===== src/rtl/arm_sc_control_unit.sv =====
// arm_sc_control_unit
//   Control unit for the single-cycle ARM datapath. Decodes Instr into
//   datapath control strobes, holds the architectural NZCV flags register and
//   evaluates the condition field. A failed condition suppresses PCSrc,
//   RegWrite, MemWrite and any flag update.
//
// Parameters
//   FLAGS_RST  NZCV value loaded on reset
//   PERF_W     width of the optional performance counters
//
// Ports
//   clk       rising-edge clock
//   Reset     asynchronous, active-low reset (clears Flags to FLAGS_RST)
//   Instr     current instruction
//   ALUFlags  datapath ALU flags {N,Z,C,V}
//   PCSrc, MemtoReg, ALUSrc, RegWrite, MemWrite, ALUCtrl, RegSrc, ImmSrc
//             combinational datapath controls
//   Flags     registered NZCV
//
// Optional build macro CTRL_PERF_CNT_EN adds InstrCnt (edges out of reset)
// and SquashCnt (instructions squashed or undefined), both wrapping.

module arm_sc_control_unit #(
    parameter logic [3:0]  FLAGS_RST = 4'b0000,
    parameter int unsigned PERF_W    = 32
) (
    input  logic              clk,
    input  logic              Reset,
    input  logic [31:0]       Instr,
    input  logic [3:0]        ALUFlags,
    output logic              PCSrc,
    output logic              MemtoReg,
    output logic              ALUSrc,
    output logic              RegWrite,
    output logic              MemWrite,
    output logic [1:0]        ALUCtrl,
    output logic [1:0]        RegSrc,
    output logic [1:0]        ImmSrc,
`ifdef CTRL_PERF_CNT_EN
    output logic [PERF_W-1:0] InstrCnt,
    output logic [PERF_W-1:0] SquashCnt,
`endif
    output logic [3:0]        Flags
);

    typedef enum logic [1:0] {
        OP_DP  = 2'b00,
        OP_MEM = 2'b01,
        OP_BR  = 2'b10,
        OP_UND = 2'b11
    } op_t;

    typedef enum logic [1:0] {
        ALU_ADD = 2'b00,
        ALU_SUB = 2'b01,
        ALU_AND = 2'b10,
        ALU_ORR = 2'b11
    } alu_t;

    logic [3:0] cond;
    op_t        op;
    logic [5:0] funct;
    logic [3:0] rd;

    assign cond  = Instr[31:28];
    assign op    = op_t'(Instr[27:26]);
    assign funct = Instr[25:20];
    assign rd    = Instr[15:12];

    // Register/immediate fields the control unit never looks at.
    logic unused_instr_bits;
    assign unused_instr_bits = ^{Instr[19:16], Instr[11:0]};

    logic       branch, regw_raw, memw, aluop, cmd_undef, regw;
    logic [1:0] flagw;
    alu_t       alu_ctrl;
    logic       condex, pcs, undef_instr;

    // Main decoder
    always_comb begin
        branch   = 1'b0;
        regw_raw = 1'b0;
        memw     = 1'b0;
        aluop    = 1'b0;
        ALUSrc   = 1'b0;
        MemtoReg = 1'b0;
        RegSrc   = 2'b00;
        ImmSrc   = 2'b00;
        case (op)
            OP_DP: begin
                regw_raw = 1'b1;
                ALUSrc   = funct[5];
                aluop    = 1'b1;
            end
            OP_MEM: begin
                ALUSrc = 1'b1;
                ImmSrc = 2'b01;
                if (funct[0]) begin
                    regw_raw = 1'b1;
                    MemtoReg = 1'b1;
                end else begin
                    memw   = 1'b1;
                    RegSrc = 2'b10;
                end
            end
            OP_BR: begin
                branch = 1'b1;
                ALUSrc = 1'b1;
                ImmSrc = 2'b10;
                RegSrc = 2'b01;
            end
            default: ;
        endcase
    end

    // ALU decoder; an unknown DP command drops its register and flag writes
    always_comb begin
        alu_ctrl  = ALU_ADD;
        cmd_undef = 1'b0;
        flagw     = 2'b00;
        if (aluop) begin
            case (funct[4:1])
                4'b0100: alu_ctrl = ALU_ADD;
                4'b0010: alu_ctrl = ALU_SUB;
                4'b0000: alu_ctrl = ALU_AND;
                4'b1100: alu_ctrl = ALU_ORR;
                default: cmd_undef = 1'b1;
            endcase
            if (!cmd_undef) begin
                flagw[1] = funct[0];
                flagw[0] = funct[0] & ((alu_ctrl == ALU_ADD) || (alu_ctrl == ALU_SUB));
            end
        end
    end

    assign ALUCtrl     = alu_ctrl;
    assign regw        = regw_raw & ~cmd_undef;
    assign pcs         = branch | (regw & (rd == 4'hF));
    assign undef_instr = (op == OP_UND) | cmd_undef;

    // Condition check against the registered flags
    always_comb begin
        case (cond)
            4'h0:    condex = Flags[2];
            4'h1:    condex = ~Flags[2];
            4'h2:    condex = Flags[1];
            4'h3:    condex = ~Flags[1];
            4'h4:    condex = Flags[3];
            4'h5:    condex = ~Flags[3];
            4'h6:    condex = Flags[0];
            4'h7:    condex = ~Flags[0];
            4'h8:    condex = Flags[1] & ~Flags[2];
            4'h9:    condex = ~Flags[1] | Flags[2];
            4'hA:    condex = (Flags[3] == Flags[0]);
            4'hB:    condex = (Flags[3] != Flags[0]);
            4'hC:    condex = ~Flags[2] & (Flags[3] == Flags[0]);
            4'hD:    condex = Flags[2] | (Flags[3] != Flags[0]);
            4'hE:    condex = 1'b1;
            default: condex = 1'b0;
        endcase
    end

    assign PCSrc    = pcs & condex;
    assign RegWrite = regw & condex;
    assign MemWrite = memw & condex;

    // NZ and CV halves update independently
    always_ff @(posedge clk or negedge Reset) begin
        if (!Reset) begin
            Flags <= FLAGS_RST;
        end else begin
            if (flagw[1] & condex) Flags[3:2] <= ALUFlags[3:2];
            if (flagw[0] & condex) Flags[1:0] <= ALUFlags[1:0];
        end
    end

`ifdef CTRL_PERF_CNT_EN
    always_ff @(posedge clk or negedge Reset) begin
        if (!Reset) begin
            InstrCnt  <= '0;
            SquashCnt <= '0;
        end else begin
            InstrCnt <= InstrCnt + PERF_W'(1);
            if (~condex | undef_instr) SquashCnt <= SquashCnt + PERF_W'(1);
        end
    end
`else
    logic unused_undef;
    assign unused_undef = undef_instr;
`endif

endmodule


===== config.mk =====
export PLATFORM = sky130hd
export DESIGN_NAME = arm_sc_control_unit
export DESIGN_NICKNAME = d
export VERILOG_FILES = /design/src/rtl/arm_sc_control_unit.sv
export SDC_FILE = /design/constraint.sdc
export NUM_CORES = 1
export LEC_CHECK = 0
export CAP_MARGIN = 0
export CORE_MARGIN = 2
export CORE_UTILIZATION = 30
export DETAILED_ROUTE_END_ITERATION = 10
export PLACE_DENSITY_LB_ADDON = 0.12
export SLEW_MARGIN = 20
export SYNTH_ARGS = -nofsm -noshare
export SYNTH_HDL_FRONTEND = slang
export SYNTH_SLANG_ARGS = --single-unit

===== constraint.sdc =====
create_clock -name clk -period 2.2 [get_ports clk]
set_input_delay 0.44 -clock clk [delete_from_list [all_inputs] [get_ports clk]]
set_output_delay 0.44 -clock clk [all_outputs]
set_load 0.05 [all_outputs]

==> results of run 1 <==
==> cell usage in the layout (no fill, tap or decap), types with 2 or more instances in the layout <==
master	count
a21oi_1	2
buf_12	8
buf_2	3
buf_4	20
buf_6	2
buf_8	3
clkbuf_4	3
clkdlybuf4s50_1	19
dfrtp_2	4
dlygate4sd2_1	2
ha_1	4
inv_1	3
mux2_1	2
mux2_4	2
mux2i_2	2
nand2_1	7
nand3b_1	2
nor2_1	7
nor2_4	2
nor2b_1	2
nor2b_2	2
==> cell families after synthesis <==
logic type               count (synthesis)
AO/OA/AOI/OAI                           10
XOR/XNOR                                 4
adder cells (fa/ha/maj)                  5
buffers and inverters                    8
flip-flops                               4
multiplexers                             6
AND/OR/NAND/NOR                         34
==> area by class of cell <==
cell class,instances,share of cell area
inverter,4,0.0112
tap,25,0.0234
timing repair buffer,58,0.457
multi-input combinational,59,0.413
sequential,4,0.0787
clock buffer,3,0.0169
==> where the power goes <==
group,switching [mW],total [mW],internal [mW],leakage [nW]
combinational,0.199,0.413,0.214,0.517
clock,0.0328,0.0940,0.0612,0.0138
sequential,0.0297,0.122,0.0927,0.0466
total,0.262,0.630,0.368,0.578
==> final timing paths <==
| path | startpoint | to | depth (start not counted) |
|---|---|---|---|
| worst max register to register | Flags[3] | Flags[2] | 8 |
| worst min-delay path | Reset | Flags[0] | 1 |
| worst max-delay path | Instr[23] | PCSrc | 7 |
| worst min register to register | Flags[1] | Flags[1] | 1 |
| min in group clk | Flags[1] | Flags[1] | 1 |
| max in group asynchronous | Reset | Flags[3] | 1 |
==> synth_stat cells, types with 2 or more instances <==
cell type  count  share of area
nand3b_1       2          0.026
xnor2_1        3          0.045
dfrtp_1        4           0.17
ha_1           5           0.11
mux2i_1        2          0.034
nor2b_1        4          0.043
inv_1          4          0.026
nand2_1        7          0.045
buf_2          2          0.017
mux2_1         3          0.058
nor2_1        10          0.064
a21oi_1        3          0.026
==> layer usage <==
metal / part of all wire / routed length (um) / track usage / vias to the layer above
li1: - / - / - / 360
met1: 0.40 / 807 / 0.220 / 335
met2: 0.56 / 1130 / 0.315 / 22
met3: 0.036 / 74 / 0.0333 / 2
met4: 0.0069 / 14 / 0.0973 / 0
met5: 0 / 0 / 0 / -
==> stage by stage <==
step | cell area [um^2] | std cells | worst slack (ns)
6_report | 1340 | 153 | -0.108
5_1_grt | 1340 | 153 | -0.143
4_1_cts | 1260 | 151 | -0.0559
3_5_place_dp | 1190 | 146 | -0.575
3_3_place_gp | 1190 | 146 | -0.494
2_1_floorplan | 618 | 71 | 0.0175
==> repair_timing <==
| item | in CTS | in global routing |
|---|---|---|
| setup endpoints to repair | 9 | 7 |
| cloned | 0 | 0 |
| gates resized for setup | 30 | 12 |
| setup buffers | 2 | 2 |
| pin swaps | 6 | 7 |
==> run summary, run 1 <==
Slew headroom: 0.670
latest clock arrival within the worst-skew pair: 0.24 ns
Worst Path Arrival: 1.87 ns
sequential share of the synthesized area: 0.171
status: finished, violations left
critical path's top delay family: buffers and inverters
mux cell area share after synthesis: 0.118
setup TNS: -0.206 ns
r2r setup slk: 0.03 ns
Final Setup Violations: 3
Setup crit start kind: primary input
Rows: 15
CP max stage cell: clkdlybuf4s50_1
Final Power: 0.630 mW
Min-Delay Path Class: in -> async
vias per std cell: 4.70
crit end category: output pin
post-layout min period: 2.31 ns
vias in the first global route: 679
critical path buffer and inverter count: 2
Clk pin slew, worst setup/hold paths: 0.04 ns
initial core utilization: 0.328
Final Core Density: 0.749
Num CTS Buffers: 3
Netlist cell types: 34
largest net degree at the start of global routing: 10
routed vias: 719
CP peak stage delay: 0.51 ns
I/O pins: 53
area occupied by multi-input gates: 552 um^2
drt total wl: 2.03 mm
crit share post-route: 1.05
Worst-Margin Slew: 0.493 ns
XOR/XNOR Fraction of Synth Area: 0.0600
PwrDens: 471 mW/mm^2
DP HPWL: 1.53 mm
Hold WS: 0.401 ns
Synth Area in Compound Gates: 0.133
failing checks: setup timing
Core Box Area: 0.00178 mm^2
Fill cells: 135
Root Driver: clkbuf_4
CTS max path bufs: 2
CP required: 1.76 ns
combinational family with the most area after synthesis: simple AND/OR/NAND/NOR gates
port bufs: 36
LEAKAGE: 0.578 nW
Biggest register: Flags
DR WL/cell: 13.3 um
CTS tree: done
layout cells sized above 1: 0.508
Reg area: 105 um^2
H-Tree Level Count: 1
final worst slack: -0.108 ns
Die Area: 0.00232 mm^2
Adder-Cell Fraction of Synth Area: 0.107
cell-by-cell trace of the critical path: clkdlybuf4s50_1 -> mux2i_2 -> a21oi_2 -> nor2_1 -> nor2_2 -> nor2_4 -> buf_8
DRT iter0 DRCs: 15
Detailed Routing Iterations Pass 1: 4
Synth warnings: 0
Max Fclk: 433 MHz
initial antenna violation count: 0
diode count: 0
Overflow after GRT: 0
max cap viols: 0
Setup Skew: 0.00843 ns
max reg flops: 4
pins over their slew limit: 0
first-pass GRT wire length: 2.89 mm
Avg Inst Size Synth: 8.23 um^2
syn nets: 114
hold_buf cts: 0
synthesized flop and latch total: 4
Simple-Gate Fraction of Synth Area: 0.336
Top Registers: Flags x4
Setup Crit Path Kind: in -> out
Sink Count: 4
Global Route Usage Sum: 0.185
Cells after Synth: 71
Post-Syn Area: 584 um^2
Post-synth EDFFs: 0
peak supply drop: 0.447 mV
Residual DRC: 0
critical-path maximum fanout: 2
Die H: 48.1 um
gpl congestion: 0.694
Post-synth ARST share: 1.00
Die Wd: 48.1 um
Area growth, synth to finish: 129%
nets: 173
RSZ-0062 raised after global routing: yes
Synth Flop Type: dfrtp_1
Hold Vio Cnt, Final: 0
Final ANT Viol Nets: 0
No activity file was read; power rests on OpenSTA's default activity.
==> inputs of run 2 (changes only) <==
--- a/config.mk
+++ b/config.mk
@@ -6,6 +6,7 @@
 export NUM_CORES = 1
 export LEC_CHECK = 0
 export CAP_MARGIN = 0
+export CORE_ASPECT_RATIO = 0.75
 export CORE_MARGIN = 2
 export CORE_UTILIZATION = 30
 export DETAILED_ROUTE_END_ITERATION = 10
==> run 2 against run 1 <==
  * The flow still finishes with violations (setup timing)
  * Hold slack better by 0.014 ns
  * Cell count down 1.3%
  * Worst setup slack better by 0.020 ns
  * Sequential cell count unchanged
  * Critical path depth down 1
  * Die area up 0.17%
  * Power up 0.70%
==> run summary, run 2 (synthesis results as in run 1) <==
DP HPWL: 1.48 mm (was 1.53 mm)
Sink Count: 4 (unchanged)
failing checks: setup timing (unchanged)
commonest non-fill, non-tap cell in the layout: buf_4 (unchanged)
Hold Vio Cnt, Final: 0 (unchanged)
status: finished, violations left (unchanged)
CTS tree: done (unchanged)
Setup crit start kind: flop (was primary input)
Final ANT Viol Nets: 0 (unchanged)
Root Driver: clkbuf_4 (unchanged)
max cap viols: 0 (unchanged)
Worst-Margin Slew: 0.506 ns (was 0.493 ns)
port bufs: 36 (unchanged)
Die H: 42.2 um (was 48.1 um)
critical path's top delay family: compound AO/OA/AOI/OAI gates (was buffers and inverters)
CP peak stage delay: 0.44 ns (was 0.51 ns)
CTS max path bufs: 2 (unchanged)
Top Registers: Flags x4 (unchanged)
H-Tree Level Count: 1 (unchanged)
routed vias: 736 (was 719)
PwrDens: 470 mW/mm^2 (was 471 mW/mm^2)
Min-Delay Path Class: in -> async (unchanged)
Area growth, synth to finish: 131% (was 129%)
largest net degree at the start of global routing: 10 (unchanged)
nets: 174 (was 173)
Clk pin slew, worst setup/hold paths: 0.04 ns (about the same)
final worst slack: -0.0878 ns (was -0.108 ns)
first-pass GRT wire length: 3.28 mm (was 2.89 mm)
Max Fclk: 437 MHz (was 433 MHz)
critical-path maximum fanout: 4 (was 2)
Rows: 13 (was 15)
critical path buffer and inverter count: 1 (was 2)
max reg flops: 4 (unchanged)
peak supply drop: 0.600 mV (was 0.447 mV)
gpl congestion: 0.867 (was 0.694)
Setup Skew: 0.00130 ns (was 0.00843 ns)
Setup Crit Path Kind: reg -> out (was in -> out)
CP max stage cell: dfrtp_2 (was clkdlybuf4s50_1)
I/O pins: 53 (unchanged)
Fill cells: 132 (was 135)
Overflow after GRT: 0 (unchanged)
Biggest register: Flags (unchanged)
crit end category: output pin (unchanged)
Final Core Density: 0.755 (was 0.749)
commonest cells after routing, fill and taps aside: buf_4 (21), clkdlybuf4s50_1 (19), buf_12 (8) (was buf_4 (20), clkdlybuf4s50_1 (19), buf_12 (8))
RSZ-0062 raised after global routing: yes (unchanged)
Slew headroom: 0.662 (was 0.670)
drt total wl: 2.09 mm (was 2.03 mm)
layout cells sized above 1: 0.527 (was 0.508)
Final Setup Violations: 3 (unchanged)
Global Route Usage Sum: 0.189 (was 0.185)
DR WL/cell: 13.9 um (was 13.3 um)
LEAKAGE: 0.583 nW (was 0.578 nW)
Die Wd: 55.0 um (was 48.1 um)
vias per std cell: 4.87 (was 4.70)
initial core utilization: 0.327 (was 0.328)
Num CTS Buffers: 3 (unchanged)
latest clock arrival within the worst-skew pair: 0.23 ns (was 0.24 ns)
DRT iter0 DRCs: 20 (was 15)
Hold WS: 0.416 ns (was 0.401 ns)
Core Box Area: 0.00179 mm^2 (was 0.00178 mm^2)
post-layout min period: 2.29 ns (was 2.31 ns)
Die Area: 0.00232 mm^2 (about the same)
pins over their slew limit: 0 (unchanged)
Worst Path Arrival: 1.85 ns (was 1.87 ns)
CP required: 1.76 ns (about the same)
vias in the first global route: 788 (was 679)
crit share post-route: 1.04 (was 1.05)
Detailed Routing Iterations Pass 1: 4 (unchanged)
diode count: 0 (unchanged)
cell-by-cell trace of the critical path: xor2_2 -> a311oi_2 -> nand2_1 -> a211oi_4 -> and2b_4 -> buf_8 (was clkdlybuf4s50_1 -> mux2i_2 -> a21oi_2 -> nor2_1 -> nor2_2 -> nor2_4 -> buf_8)
Residual DRC: 0 (unchanged)
initial antenna violation count: 0 (unchanged)
-- run 2: stage by stage --
stage / TNS [ns] / setup WS (ns) / instances / total power [mW] / area [um^2]
finish: -0.193 / -0.0878 / 151 / 0.634 / 1350
global route: -0.414 / -0.158 / 151 / 0.674 / 1350
CTS: -0.0620 / -0.0392 / 151 / 0.617 / 1300
detailed placement: -3.84 / -0.570 / 142 / 0.469 / 1180
global placement: -3.31 / -0.491 / 142 / 0.462 / 1180
floorplan: 0 / 0.0175 / 71 / 0.313 / 618
-- run 2: worst reg2reg max path, stage by stage (launching register included) --
cell and delay (ns):
dfrtp_2 0.40, and3b_1 0.20, a22oi_2 0.18, mux2i_2 0.30, a211oi_4 0.08, buf_6 0.15, buf_6 0.11, nor3b_4 0.27
mux2_4 0.32
-- run 2: layout make-up --
type,count,area (um^2),area share
clock buffer,3,22.5,0.0167
tap,22,27.5,0.0204
timing repair buffer,59,621,0.460
sequential,4,105,0.0779
multi-input combinational,59,559,0.414
inverter,4,15.0,0.0111
-- run 2: what timing repair did --
item                                    4_1_cts  5_1_grt
pin swaps                                    10        2
resized for setup                            34       10
endpoints found under the setup margin        8        7
hold buffers                                  0        0
buffers inserted                              6        0
hold endpoints to repair                      0        0
-- run 2: power breakdown --
group          switching (mW)  internal, mW  leakage [nW]
logic                   0.203         0.217         0.522
clock network          0.0290        0.0610        0.0138
registers              0.0316        0.0927        0.0466
-- run 2: layer usage --
layer	part of all wire	routed length (um)	vias up	GRT usage
li1	-	-	357	-
met1	0.43	895	355	0.238
met2	0.51	1080	22	0.317
met3	0.044	92	2	0.0250
met4	0.013	27	0	0.0732
met5	0	0	-	0
-- run 2: path summary, 6_finish.rpt --
check | from | end | slack (ns) | cells after the start
max | Flags[1] | MemWrite | -0.09 | 6
min | Reset | Flags[0] | 0.42 | 1
max reg2reg | Flags[2] | Flags[3] | 0.07 | 8
min reg2reg | Flags[1] | Flags[1] | 0.58 | 1
max in group asynchronous | Reset | Flags[1] | 1.60 | 1
min in group clk | Flags[1] | Flags[1] | 0.58 | 1
